`src/rtl/div_ctrl.sv`:
```
// Sequencing controller for the integer divide unit: radix-2 restoring
// shift-subtract over WIDTH iterations, with signed fixup, divide-by-zero and abort.
module div_ctrl #(
    parameter int unsigned WIDTH = 32
) (
    input  logic             clk,
    input  logic             reset,
    input  logic             start,
    input  logic             is_signed,
    input  logic [WIDTH-1:0] dividend,
    input  logic [WIDTH-1:0] divisor,
    input  logic             abort,
    output logic             busy,
    output logic             done,
    output logic             div_by_zero,
    output logic [WIDTH-1:0] hi,
    output logic [WIDTH-1:0] lo
);

    localparam int unsigned CW = $clog2(WIDTH) + 1;

    typedef enum logic [1:0] {
        IDLE  = 2'd0,
        ITER  = 2'd1,
        FIXUP = 2'd2,
        DONE  = 2'd3
    } state_t;

    state_t           state;
    state_t           state_d;
    logic [CW-1:0]    cnt;
    logic [WIDTH-1:0] dmag;
    logic [WIDTH-1:0] q;
    logic [WIDTH-1:0] rem;
    logic             sign_q;
    logic             sign_r;

    // The shifted remainder keeps its carry-out bit so divisors with the MSB set still work.
    logic [WIDTH:0]   shifted;
    logic             fits;
    logic [WIDTH-1:0] diff;
    logic [WIDTH-1:0] rem_d;

    assign shifted = {rem, q[WIDTH-1]};
    assign fits    = shifted[WIDTH] | (shifted[WIDTH-1:0] >= dmag);
    assign diff    = shifted[WIDTH-1:0] - dmag;
    assign rem_d   = fits ? diff : shifted[WIDTH-1:0];

    // State register
    always_ff @(posedge clk) begin
        if (reset) state <= IDLE;
        else       state <= state_d;
    end

    // Next-state logic; abort wins over everything, including a start in IDLE
    always_comb begin
        state_d = state;
        case (state)
            IDLE:  if (start && !abort) state_d = (divisor == '0) ? DONE : ITER;
            ITER:  if (abort) state_d = IDLE;
                   else if (cnt == CW'(WIDTH - 1)) state_d = FIXUP;
            FIXUP: state_d = abort ? IDLE : DONE;
            DONE:  state_d = IDLE;
            default: state_d = IDLE;
        endcase
    end

    // Status outputs decoded from the state register
    always_comb begin
        busy = 1'b0;
        done = 1'b0;
        busy = (state != IDLE);
        done = (state == DONE);
    end

    // Operand capture, iteration datapath and result registers
    always_ff @(posedge clk) begin
        if (reset) begin
            cnt         <= '0;
            dmag        <= '0;
            q           <= '0;
            rem         <= '0;
            sign_q      <= 1'b0;
            sign_r      <= 1'b0;
            div_by_zero <= 1'b0;
            hi          <= '0;
            lo          <= '0;
        end else begin
            case (state)
                IDLE: if (start && !abort) begin
                    if (divisor == '0) begin
                        div_by_zero <= 1'b1;
                        hi          <= dividend;
                        lo          <= '1;
                    end else begin
                        div_by_zero <= 1'b0;
                        dmag   <= (is_signed && divisor[WIDTH-1])  ? -divisor  : divisor;
                        q      <= (is_signed && dividend[WIDTH-1]) ? -dividend : dividend;
                        rem    <= '0;
                        cnt    <= '0;
                        sign_q <= is_signed & (dividend[WIDTH-1] ^ divisor[WIDTH-1]);
                        sign_r <= is_signed & dividend[WIDTH-1];
                    end
                end
                ITER: if (!abort) begin
                    rem <= rem_d;
                    q   <= {q[WIDTH-2:0], fits};
                    cnt <= cnt + CW'(1);
                end
                FIXUP: if (!abort) begin
                    lo <= sign_q ? -q : q;
                    hi <= sign_r ? -rem : rem;
                end
                default: ;
            endcase
        end
    end

endmodule

```
`config.mk`:
```
export PLATFORM = sky130hd
export DESIGN_NAME = div_ctrl
export DESIGN_NICKNAME = d
export VERILOG_FILES = /design/src/rtl/div_ctrl.sv
export SDC_FILE = /design/constraint.sdc
export NUM_CORES = 1
export LEC_CHECK = 0
export ABC_AREA = 0
export CORE_UTILIZATION = 46
export CTS_CLUSTER_SIZE = 28
export DETAILED_ROUTE_END_ITERATION = 16
export PLACE_DENSITY = 0.71
export SETUP_SLACK_MARGIN = 0.3
export SYNTH_ARGS = -nofsm -noshare
export SYNTH_HDL_FRONTEND = slang
export SYNTH_SLANG_ARGS = --single-unit
```
`constraint.sdc`:
```
create_clock -name clk -period 3 [get_ports clk]
set_clock_uncertainty 0.15 [all_clocks]
set_input_delay 0.6 -clock clk [delete_from_list [all_inputs] [get_ports clk]]
set_output_delay 0.6 -clock clk [all_outputs]
set_load 0.01 [all_outputs]
```
==> results.md, run 1 <==
* Post-Syn Nets at 1,524
* Setup crit start kind: flip-flop
* Register area at 3450 µm²
* Final min period at 3.33 ns
* Internal at 4.32 mW
* Largest net degree at the start of global routing at 138
* CTS Buf Count at 17
* DR WL/cell at 20.4 µm
* Initial core utilization at 47.4%
* Area of the mapped netlist at 10,800 µm²
* Min-delay worst type: reg -> reg
* Top cells by instance count after synthesis: nor2_1, dfxtp_1, a21oi_1, a211oi_1, clkbuf_1
* Post-synth top area share at 31.6%
* Period utilisation layout at 111%
* WL met2 at 20.3 mm
* Initial antenna violation count at 0
* CTS tree: yes
* Slew Limit Fails at 0
* Run status: finished, violations left
* Initial DRC count at 1,087
* HPWL after detailed placement at 25.0 mm
* Bufs on Longest Clock Path at 2
* GRT overflow at 0
* Netlist cell types at 65
* Critical Path Sink Type: flip-flop
* Count leader, synth: nor2_1
* Ys flop type: dfxtp_1
* P_sw at 2.00 mW
* Leak at 6.99 nW
* Worst path arrival time at 3.49 ns
* Worst-path clk slew at 0.08 ns
* Switching share of power at 31.7%
* VDD IR max at 0.370 mV
* Logic pwr share at 24.1%
* Share of power burned in registers at 37.9%
* Drt drc at 0
* Crit path max fanout at 2
* NumNets Final at 1,879
* CTS HTree Levels at 4
* ANT cells at 0
* Mean Syn Cell Area at 7.64 µm²
* EDFF count, synth at 0
* Fin util at 76.4%
* Hold Violations, Final at 0
* Die span in x at 155 µm
* Worst rel slew slack at 11.9%
* CP required at 3.16 ns
* Worst skew pair latency at 0.46 ns
* Synth async-reset ratio at 0%
* PnR Total Power at 6.32 mW
* Vias in the first global route at 11,700
* Root Buffer: clkbuf_16
* Maximum operating frequency at 300 MHz
* Placer Congestion at 0.928
* Layout cells sized above 1 at 34.5%
* Sequential area share after synthesis at 31.6%
* Site row count at 55
* FF+latch count, synth at 171
* # IOs at 136
* Die Footprint at 24,100 µm²
* Tightest hold margin at 0.307 ns
* Max-cap violations at 0
* CP Class: reg -> reg
* Met3 wire len at 3.64 mm
* Clock power share at 38.1%
* RSZ-0062 raised after global routing: true
* Pin slew with the least headroom to its limit at 1.32 ns
* First-pass GRT wire length at 62.2 mm
* Num Clock Sinks at 171
* Die Y-Extent at 155 µm
* Post-place instance area at 14,200 µm²
* Setup TNS at -1.20 ns
* Synth top area cells: dfxtp_1, nor2_1, a211oi_1
* Cell Pwr Density at 362 nW/µm²
* Cell type with the largest total area after synthesis: dfxtp_1
* Area occupied by multi-input gates at 8570 µm²
* Cts hold-fix bufs at 0
* Top Layer Used: met4
* Filler cell count at 1,488
* Setup violators final at 7
* Number of synthesis warnings at 0
* Post-route cell area at 17,400 µm²
* Syn-to-layout area delta at 61.2%
* Via Count at 12,600
* Drt via density at 6.00
* Port bufs at 135
* Final WL at 42.9 mm
* Core area at 22,800 µm²
* Synth Instances at 1,417
* Total track usage at 32.8%
* Drt pass-1 iters at 7
* Post-route setup slack at -0.334 ns
* Failing checks: setup timing
* Met1 Routed Length at 16.5 mm
* Final ANT Viol Nets at 0
[power by group through the flow]
stage	registers [mW]	clock network [mW]	logic, mW
6_report	2.39	2.41	1.52
5_1_grt	2.40	2.51	1.62
4_1_cts	2.38	2.39	1.35
3_5_place_dp	2.43	0	1.16
3_3_place_gp	2.43	0	1.14
2_1_floorplan	2.43	0	0.690
[timing repair]
item | CTS | global route
gates resized for setup | 319 | 130
cloned | 14 | 2
setup endpoints to repair | 154 | 144
pin swaps | 91 | 76
buffers inserted | 46 | 28
[per-stage QoR]
step	worst slack, ns	cells
final	-0.334	2098
after global routing	-0.381	2098
after CTS	-0.316	2068
after detailed placement	-0.410	1976
after global placement	-0.368	1976
after floorplan	-0.175	1417
[worst paths after layout]
path                            slack, ns        to      from  depth (start not counted)
worst min-delay path                 0.31  dmag[21]  dmag[21]                          2
worst min register to register       0.31  dmag[21]  dmag[21]                          2
worst max-delay path                -0.33    lo[30]      q[5]                          9
worst max register to register      -0.33    lo[30]      q[5]                          9
[layout by cell type (no fill, tap or decap), types with 8 or more instances in the layout]
cell | synthesis | routed
a211oi_2 | 0 | 33
a21oi_1 | 122 | 90
dlygate4sd2_1 | 0 | 11
xnor2_1 | 68 | 66
nor2_2 | 0 | 8
nor2_1 | 232 | 209
dlymetal6s2s_1 | 0 | 17
ha_1 | 37 | 18
buf_16 | 0 | 11
or4_4 | 1 | 9
a22oi_2 | 0 | 32
dfxtp_1 | 171 | 154
a211oi_4 | 0 | 9
a21o_1 | 17 | 17
buf_12 | 0 | 20
nand3_1 | 18 | 13
nand2_1 | 80 | 73
a211oi_1 | 109 | 67
a21oi_2 | 0 | 24
dfxtp_2 | 0 | 15
inv_8 | 0 | 8
nand2b_1 | 16 | 12
nor3_1 | 22 | 17
o21ai_1 | 2 | 37
clkdlybuf4s50_1 | 0 | 96
a31oi_1 | 10 | 9
ha_4 | 0 | 17
nor2_4 | 0 | 15
o31ai_1 | 26 | 20
buf_6 | 1 | 39
o21ai_2 | 2 | 12
buf_4 | 0 | 218
clkbuf_16 | 0 | 18
inv_1 | 51 | 47
xor2_1 | 84 | 81
a21oi_4 | 0 | 8
o21ai_0 | 83 | 35
[logic make-up (layout without fill, tap and decap cells)]
kind of cell | Yosys count | after routing | synth area share (%)
compound gates | 458 | 461 | 27.2
simple gates | 451 | 451 | 19.1
flops | 171 | 171 | 31.6
xor+xnor | 152 | 152 | 12.3
buf+inv | 146 | 511 | 5.13
fa+ha+maj | 38 | 38 | 4.46
mux | 1 | 1 | 0.0925
[worst max-delay path: stages (launching register included)]
cell and delay [ns]:
dfxtp_2 0.34, or4_4 0.55, or4b_4 0.54, or4_4 0.44, or3_4 0.35, nand2b_4 0.15
or2_4 0.25, o21ai_4 0.14, xor2_2 0.19, a211oi_1 0.09
[flip-flops by register name, indices dropped and copies added, names as in the netlist]
signal / count
sign_r: 1
div_by_zero: 1
lo: 32
state: 2
sign_q: 1
dmag: 32
rem: 32
hi: 32
q: 32
cnt: 6
[area by class of cell]
| class | instances | share of cell area (%) |
|---|---|---|
| multi-input combinational | 1103 | 49.1 |
| timing repair buffer | 428 | 24.2 |
| sequential | 171 | 19.8 |
| clock buffer | 17 | 2.44 |
| tap | 313 | 2.25 |
| clock inverter | 15 | 1.11 |
| inverter | 51 | 1.10 |
[per-layer routing]
| metal | vias to the layer above | GRT usage [%] |
|---|---|---|
| met5 | - | 0 |
| met4 | 0 | 16.3 |
| met3 | 194 | 4.51 |
| met2 | 668 | 56.1 |
| met1 | 5935 | 40.3 |
| li1 | 5788 | - |
Note: power is estimated with default switching activity, not from simulation.
==> run 2: changes to the inputs <==
- CTS_CLUSTER_SIZE: 28 -> 8
==> results of run 2 <==
Same layout as run 1: the final DEF is identical, and so are final timing and power.
==> run 3: changes to the inputs <==
- CTS_CLUSTER_SIZE: 8 -> 20
- GPL_TIMING_DRIVEN: not set -> 0
- PLACE_DENSITY: 0.71 -> 0.68
- clock period: 3 -> 4.2 ns (I/O delays scaled with it)
==> results.md, run 3 (synthesis results as in run 1) <==
* Cell Pwr Density at 303 nW/µm²
* Register area at 3420 µm²
* Hold path startpoint: dmag[21]
* Max-cap violations at 0
* Hold Path Sink: dmag[21]
* Critical Path Sink Type: flip-flop
* RSZ-0062 raised after global routing: false
* Final WL at 34.7 mm
* Met3 wire len at 2.36 mm
* Post-place instance area at 12,500 µm²
* Worst-path clk slew at 0.07 ns
* Crit path max fanout at 10
* Via Count at 10,800
* Most frequent cells in the layout: nor2_1, dfxtp_1, clkdlybuf4s50_1
* Drt drc at 0
* Run status: finished, final reports clean
* # IOs at 136
* CTS tree: yes
* PnR Total Power at 4.01 mW
* Met1 Routed Length at 15.1 mm
* Initial DRC count at 881
* Setup violators final at 0
* Leak at 4.98 nW
* GRT overflow at 0
* Worst R2R End: lo[31]
* Die Footprint at 24,100 µm²
* ANT cells at 0
* Placer Congestion at 0.954
* R2R setup slack at 0.56 ns
* Setup crit start kind: input pin
* Layout cells sized above 1 at 4.41%
* CP Class: in -> reg
* CTS HTree Levels at 4
* Syn-to-layout area delta at 22.2%
* Initial core utilization at 47.4%
* Top Layer Used: met4
* First-pass GRT wire length at 54.0 mm
* Core area at 22,800 µm²
* Filler cell count at 2,237
* VDD IR max at 0.209 mV
* Post-route cell area at 13,200 µm²
* Largest net degree at the start of global routing at 17
* Final ANT Viol Nets at 0
* Initial antenna violation count at 0
* Drt via density at 5.68
* Num Clock Sinks at 171
* Register-to-Register Path Depth at 10
* Die span in x at 155 µm
* Area occupied by multi-input gates at 6880 µm²
* Pin slew with the least headroom to its limit at 0.874 ns
* Worst path arrival time at 3.97 ns
* Slew Limit Fails at 0
* DR WL/cell at 18.3 µm
* Min-delay worst type: reg -> reg
* Site row count at 55
* Hold Violations, Final at 0
* Worst rel slew slack at 40.9%
* NumNets Final at 1,681
* Maximum operating frequency at 267 MHz
* Root Buffer: clkbuf_16
* Drt pass-1 iters at 5
* Total track usage at 28.9%
* Final min period at 3.75 ns
* Bufs on Longest Clock Path at 2
* HPWL after detailed placement at 27.7 mm
* Hold Path Stages at 2
* Port bufs at 133
* CP required at 4.42 ns
* Worst skew pair latency at 0.44 ns
* Period utilisation layout at 89.3%
* Commonest non-fill, non-tap cell in the layout: nor2_1
* WL met2 at 16.0 mm
* CTS Buf Count at 17
* Die Y-Extent at 155 µm
* Vias in the first global route at 9,896
* Cts hold-fix bufs at 0
* Worst r2r src: q[2]
==> run 3: area by class of cell <==
class | instances | share of cell area, %
timing repair buffer | 138 | 10.4
multi-input combinational | 1100 | 52.0
clock buffer | 19 | 3.35
tap | 313 | 2.96
buffer | 95 | 2.90
clock inverter | 13 | 0.984
inverter | 51 | 1.45
sequential | 171 | 25.9
==> run 3: routing by layer <==
metal | up-vias | GRT usage (%)
li1 | 5389 | -
met1 | 4931 | 36.9
met2 | 405 | 48.2
met3 | 76 | 4.37
met4 | 0 | 12.4
met5 | - | 0
==> run 3: stage by stage <==
stage	worst slack, ns	TNS [ns]	std cells	hold slack [ns]	utilization, %
floorplan	0.678	0	1417	0.282	-
global placement	-0.800	-72.83	1863	0.291	54.9
detailed placement	-0.882	-81.35	1863	0.295	54.9
CTS	0.314	0	1896	0.303	57.6
global route	0.316	0	1900	0.347	57.9
finish	0.450	0	1900	0.302	57.9
==> run 3: how the worst max path moves through the flow <==
stage               startpoint     end  slack [ns]  cells past startpoint
floorplan           divisor[2]  lo[10]        0.68                      9
global placement    divisor[2]   q[20]       -0.80                     10
detailed placement  divisor[2]   q[18]       -0.88                     10
CTS                 divisor[2]  lo[25]        0.31                     11
global route        divisor[2]  hi[23]        0.32                     11
finish              divisor[2]  hi[25]        0.45                     11
==> run 3: repair_timing <==
item | in CTS | in global routing
buffers inserted | 1 | 4
pin swaps | 1 | 2
resized for setup | 14 | 14
endpoints found under the setup margin | 150 | 127
==> run 3: power breakdown <==
part / internal [mW] / switching [mW]
combinational: 0.297 / 0.429
sequential: 1.67 / 0.0447
clock: 0.845 / 0.727
==> run 3: critical path: stages <==
cell and delay, ns:
clkdlybuf4s50_1 0.47, or3_1 0.44, or3b_4 0.43, nor4_4 0.27, buf_4 0.20, and3_1 0.23
o21ai_1 0.21, clkbuf_2 0.28, a211oi_1 0.42, a21oi_1 0.08, nor2_1 0.09
==> variant 1: new RTL, flow settings as in run 2 <==
Change the parameter `WIDTH` from 32 to 16.
--- a/src/rtl/div_ctrl.sv
+++ b/src/rtl/div_ctrl.sv
@@ -2,5 +2,5 @@
 // shift-subtract over WIDTH iterations, with signed fixup, divide-by-zero and abort.
 module div_ctrl #(
-    parameter int unsigned WIDTH = 32
+    parameter int unsigned WIDTH = 16
 ) (
     input  logic             clk,
Interface: changed (resized dividend, divisor, hi and lo); port bits go from 136 to 72. The function was not compared with the original's and may differ.
==> variant 1 against run 2 <==
Sequential cell count down 81; synthesized cell count down 49%; area after synthesis down 47%; final area is 57% lower; power fell by 52%; wire length shrank 61%; final cell count is 52% lower; worst setup slack improved by 750 ps.
==> variant 1: results (changes against run 2) <==
[status]
status = finished, final reports clean  ; was finished with violations

[grt]
grt_pass1_wl_mm = 25.9  ; was 62.2 mm
grt_max_degree = 35  ; was 138
grt_pass1_vias = 5411  ; was 11700
grt_usage_pct = 25.4  ; was 32.8%

[critical_path]
cp_slowest_cell = clkdlybuf4s50_1  ; was or4_4
rr_worst_depth = 10  ; was 9
rr_startpoint = q[15]  ; was q[5]
worst_path_largest_cell_delay_ps = 440  ; was 550 ps
path_delay_family = buffers and inverters  ; was simple AND/OR/NAND/NOR gates
cp.arrival_ps = 2710  ; was 3490 ps
crit_fanout = 7  ; was 2
rr_endpoint = rem[14]  ; was lo[30]
r2r_setup_slack_ps = 430  ; was -330 ps
crit_start = divisor[6]  ; was q[5]

[power]
leakage_nw = 2.98  ; was 6.99 nW
p_sw_w = 0.000879  ; was 0.00200 W
peakVddDrop_uv = 257  ; was 370 µV

[layout]
seqCellArea_um2 = 1800  ; was 3450 µm²
nFlopsAndLatches = 90  ; was 171
fin_nets = 891  ; was 1879
multi_input_area_um2 = 3830  ; was 8570 µm²
clkCellAreaFrac_pct = 3.61  ; was 3.55%
fillers = 1038  ; was 1488
inv_count = 30  ; was 51
n_clock_buffer = 13  ; was 17
drive_gt1_share_pct = 13.7  ; was 34.5%

[detailed_routing]
vias_per_cell = 5.81  ; was 6.00
post_drt_wl_per_cell_um = 16.5  ; was 20.4 µm
drt_iter0_drc = 447  ; was 1087
wirelength_mm = 16.5  ; was 42.9 mm

[synthesis]
synth.area.top_cells = dfxtp_1 32%, nor2_1 7.0%, xor2_1 5.8%  ; was dfxtp_1 32%, nor2_1 8.0%, a211oi_1 7.6%
synth_cells = 725  ; was 1417
synth_warnings = 0  ; unchanged
synth_xor_area_share_pct = 10.3  ; was 12.3%
ys_types = 60  ; was 65
synth.yosys.seq_area_share_pct = 31.6  ; about the same
muxShareOfSynthArea_pct = 2.11  ; was 0.0925%
synth-compound-area-share_pct = 25.8  ; was 27.2%

[placed_design]
hpwl_mm = 12.1  ; was 25.0 mm
place_ws_ps = -231  ; was -410 ps
place_area_um2 = 6910  ; was 14200 µm²
portBuffers = 71  ; was 135
placed_cells = 977  ; was 1976

[timing]
fmax_mhz = 387  ; was 300 MHz
hold-worst-slack_ps = 332  ; was 307 ps
relSlewSlack_pct = 60.6  ; was 11.9%

[worst_hold_path]
hold_end = dmag[0]  ; was dmag[21]

[clocking]
path_clk_slew_ps = 60  ; was 80 ps
htree_num_levels = 3  ; was 4
clock_latency_ps = 350  ; was 460 ps

==> variant 1: power by group through the flow <==
stage / Clock, W / Combinational, W / Sequential, W
2_1_floorplan: 0 / 0.000438 / 0.00128
3_3_place_gp: 0 / 0.000640 / 0.00130
3_5_place_dp: 0 / 0.000653 / 0.00130
4_1_cts: 0.00107 / 0.000667 / 0.00127
5_1_grt: 0.00111 / 0.000776 / 0.00128
6_report: 0.00105 / 0.000715 / 0.00127
==> variant 1: per-layer routing <==
| metal | global-route usage (%) | share of wire [%] | vias to the layer above |
|---|---|---|---|
| met4 | 14.0 | 3.6 | 0 |
| met2 | 45.1 | 50 | 186 |
| li1 | - | - | 2841 |
| met1 | 29.8 | 42 | 2755 |
| met5 | 0 | 0 | - |
| met3 | 3.05 | 4.4 | 42 |
==> variant 1: what timing repair did <==
item,4_1_cts,5_1_grt
pin swaps,6,15
buffers inserted,5,3
setup endpoints to repair,46,81
gates resized for setup,9,38
gates cloned,1,2
==> variant 2: new RTL, flow settings as in run 2 <==
Without the edit above. Add an input register stage for `dividend`, without a reset; this delays it by one clock. The other inputs are not delayed to match.
--- a/src/rtl/div_ctrl.sv
+++ b/src/rtl/div_ctrl.sv
@@ -26,4 +26,10 @@
         DONE  = 2'd3
     } state_t;
+
+    logic [WIDTH-1:0] dividend_q;
+
+    always_ff @(posedge clk) begin
+        dividend_q <= dividend;
+    end
 
     state_t           state;
@@ -91,14 +97,14 @@
                     if (divisor == '0) begin
                         div_by_zero <= 1'b1;
-                        hi          <= dividend;
+                        hi          <= dividend_q;
                         lo          <= '1;
                     end else begin
                         div_by_zero <= 1'b0;
                         dmag   <= (is_signed && divisor[WIDTH-1])  ? -divisor  : divisor;
-                        q      <= (is_signed && dividend[WIDTH-1]) ? -dividend : dividend;
+                        q      <= (is_signed && dividend_q[WIDTH-1]) ? -dividend_q : dividend_q;
                         rem    <= '0;
                         cnt    <= '0;
-                        sign_q <= is_signed & (dividend[WIDTH-1] ^ divisor[WIDTH-1]);
-                        sign_r <= is_signed & dividend[WIDTH-1];
+                        sign_q <= is_signed & (dividend_q[WIDTH-1] ^ divisor[WIDTH-1]);
+                        sign_r <= is_signed & dividend_q[WIDTH-1];
                     end
                 end
Formal check against the unedited RTL: not equivalent (Yosys sat finds a counterexample within 4 cycles, from zero or initial values and one cycle with reset high).
==> variant 2 against run 2 <==
The flow still finishes with violations (negative setup slack); critical path depth unchanged; area after synthesis up 4.0%; wire length down 12%; power up 11%; combinational power down 16%; worst setup slack better by 310 ps; die area up 4.0%; final area down 6.3%; count of clock-buffer cells in the layout up 16; first-iteration DRC count up 8.4%; sequential cell count up 32; global-route usage down 3.8 points; clock power up 18%; largest power group is now sequential cells; highest routed layer unchanged.
==> variant 2: results (changes against run 2) <==
[status]
status = finished with violations  ; unchanged
violations = negative setup slack  ; unchanged

[timing]
finalSetupViolCount = 3  ; was 7
setup_ws_ps = -24.3  ; was -334 ps
setup_tns_ps = -41.6  ; was -1200 ps
relSlewSlack_pct = 51.9  ; was 11.9%
hold-worst-slack_ps = 305  ; was 307 ps

[worst_hold_path]
hold_end = dmag[0]  ; was dmag[21]
hold_depth = 4  ; was 2
min_from = divisor[0]  ; was dmag[21]
hold_class = input port to register  ; was register to register

[placed_design]
hpwl_mm = 24.6  ; was 25.0 mm
place_ws_ps = -473  ; was -410 ps
place.gp.congestion = 0.929  ; was 0.928
place_area_um2 = 13900  ; was 14200 µm²
placed_cells = 1873  ; was 1976

[clocking]
htree_num_levels = 1  ; was 4
path_clk_slew_ps = 50  ; was 80 ps

[synthesis]
synthTopCellsByCount = 203 x dfxtp_1, 167 x nor2_1, 127 x nand2_1  ; was 232 x nor2_1, 171 x dfxtp_1, 122 x a21oi_1
syn_nets = 1483  ; was 1524
muxShareOfSynthArea_pct = 1.60  ; was 0.0925%
synth_xor_area_share_pct = 11.7  ; was 12.3%
synth.area.top_cells = dfxtp_1 36%, xor2_1 7.2%, nor2_1 5.6%  ; was dfxtp_1 32%, nor2_1 8.0%, a211oi_1 7.6%
synth.yosys.seq_area_share_pct = 36.1  ; was 31.6%
synthAdderAreaFrac_pct = 4.29  ; was 4.46%
syn_avg_cell_area_um2 = 8.18  ; was 7.64 µm²
ys_types = 58  ; was 65

[critical_path]
crit_start = q[6]  ; was q[5]
crit_fanout = 4  ; was 2

[layout]
fillers = 1734  ; was 1488
fin_nets = 1757  ; was 1879
drive_gt1_share_pct = 24.7  ; was 34.5%

[detailed_routing]
wirelength_mm = 37.9  ; was 42.9 mm
firstDrtPassIters = 6  ; was 7
drt_iter0_drc = 1178  ; was 1087
met2_length_mm = 18.1  ; was 20.3 mm
wl_met1_mm = 15.3  ; was 16.5 mm

[grt]
grt_max_degree = 60  ; was 138
use_met2_pct = 49.2  ; was 56.1%
grt_pass1_vias = 10800  ; was 11700
grt_usage_pct = 29.0  ; was 32.8%
grt_pass1_wl_mm = 57.1  ; was 62.2 mm
use_met3_pct = 3.92  ; was 4.51%

[power]
peakVddDrop_uv = 464  ; was 370 µV
power_w = 0.00701  ; was 0.00632 W
leakage_nw = 6.24  ; was 6.99 nW
clock_power_w = 0.00285  ; was 0.00241 W
p_comb_w = 0.00127  ; was 0.00152 W
intPower_w = 0.00512  ; was 0.00432 W

## variant 2: cell count changes after synthesis, sizes merged, moves of 9 or more
| cell | delta |
|---|---|
| a211oi | -45 |
| a21oi | -22 |
| mux2i | +17 |
| buf | +14 |
| nor2 | -65 |
| nand2 | +47 |
| clkbuf | -31 |
| a22oi | -30 |
| a222oi | +23 |
| o211ai | +20 |
| dfxtp | +32 |
| xnor2 | -9 |
## variant 2: cell type report
| class | instances | area [µm²] | area share [%] |
|---|---|---|---|
| Sequential cell | 203 | 4080 | 25.0 |
| Clock buffer | 33 | 751 | 4.59 |
| Timing Repair Buffer | 320 | 3200 | 19.6 |
| Multi-Input combinational cell | 1046 | 7710 | 47.2 |
| Clock inverter | 1 | 8.76 | 0.0536 |
| Inverter | 50 | 193 | 1.18 |
| Tap cell | 319 | 399 | 2.44 |
## variant 2: timing repair
action | 4_1_cts | 5_1_grt
pin swaps | 88 | 90
gates cloned | 12 | 2
endpoints found under the setup margin | 169 | 132
resized for setup | 164 | 132
buffers inserted | 29 | 22
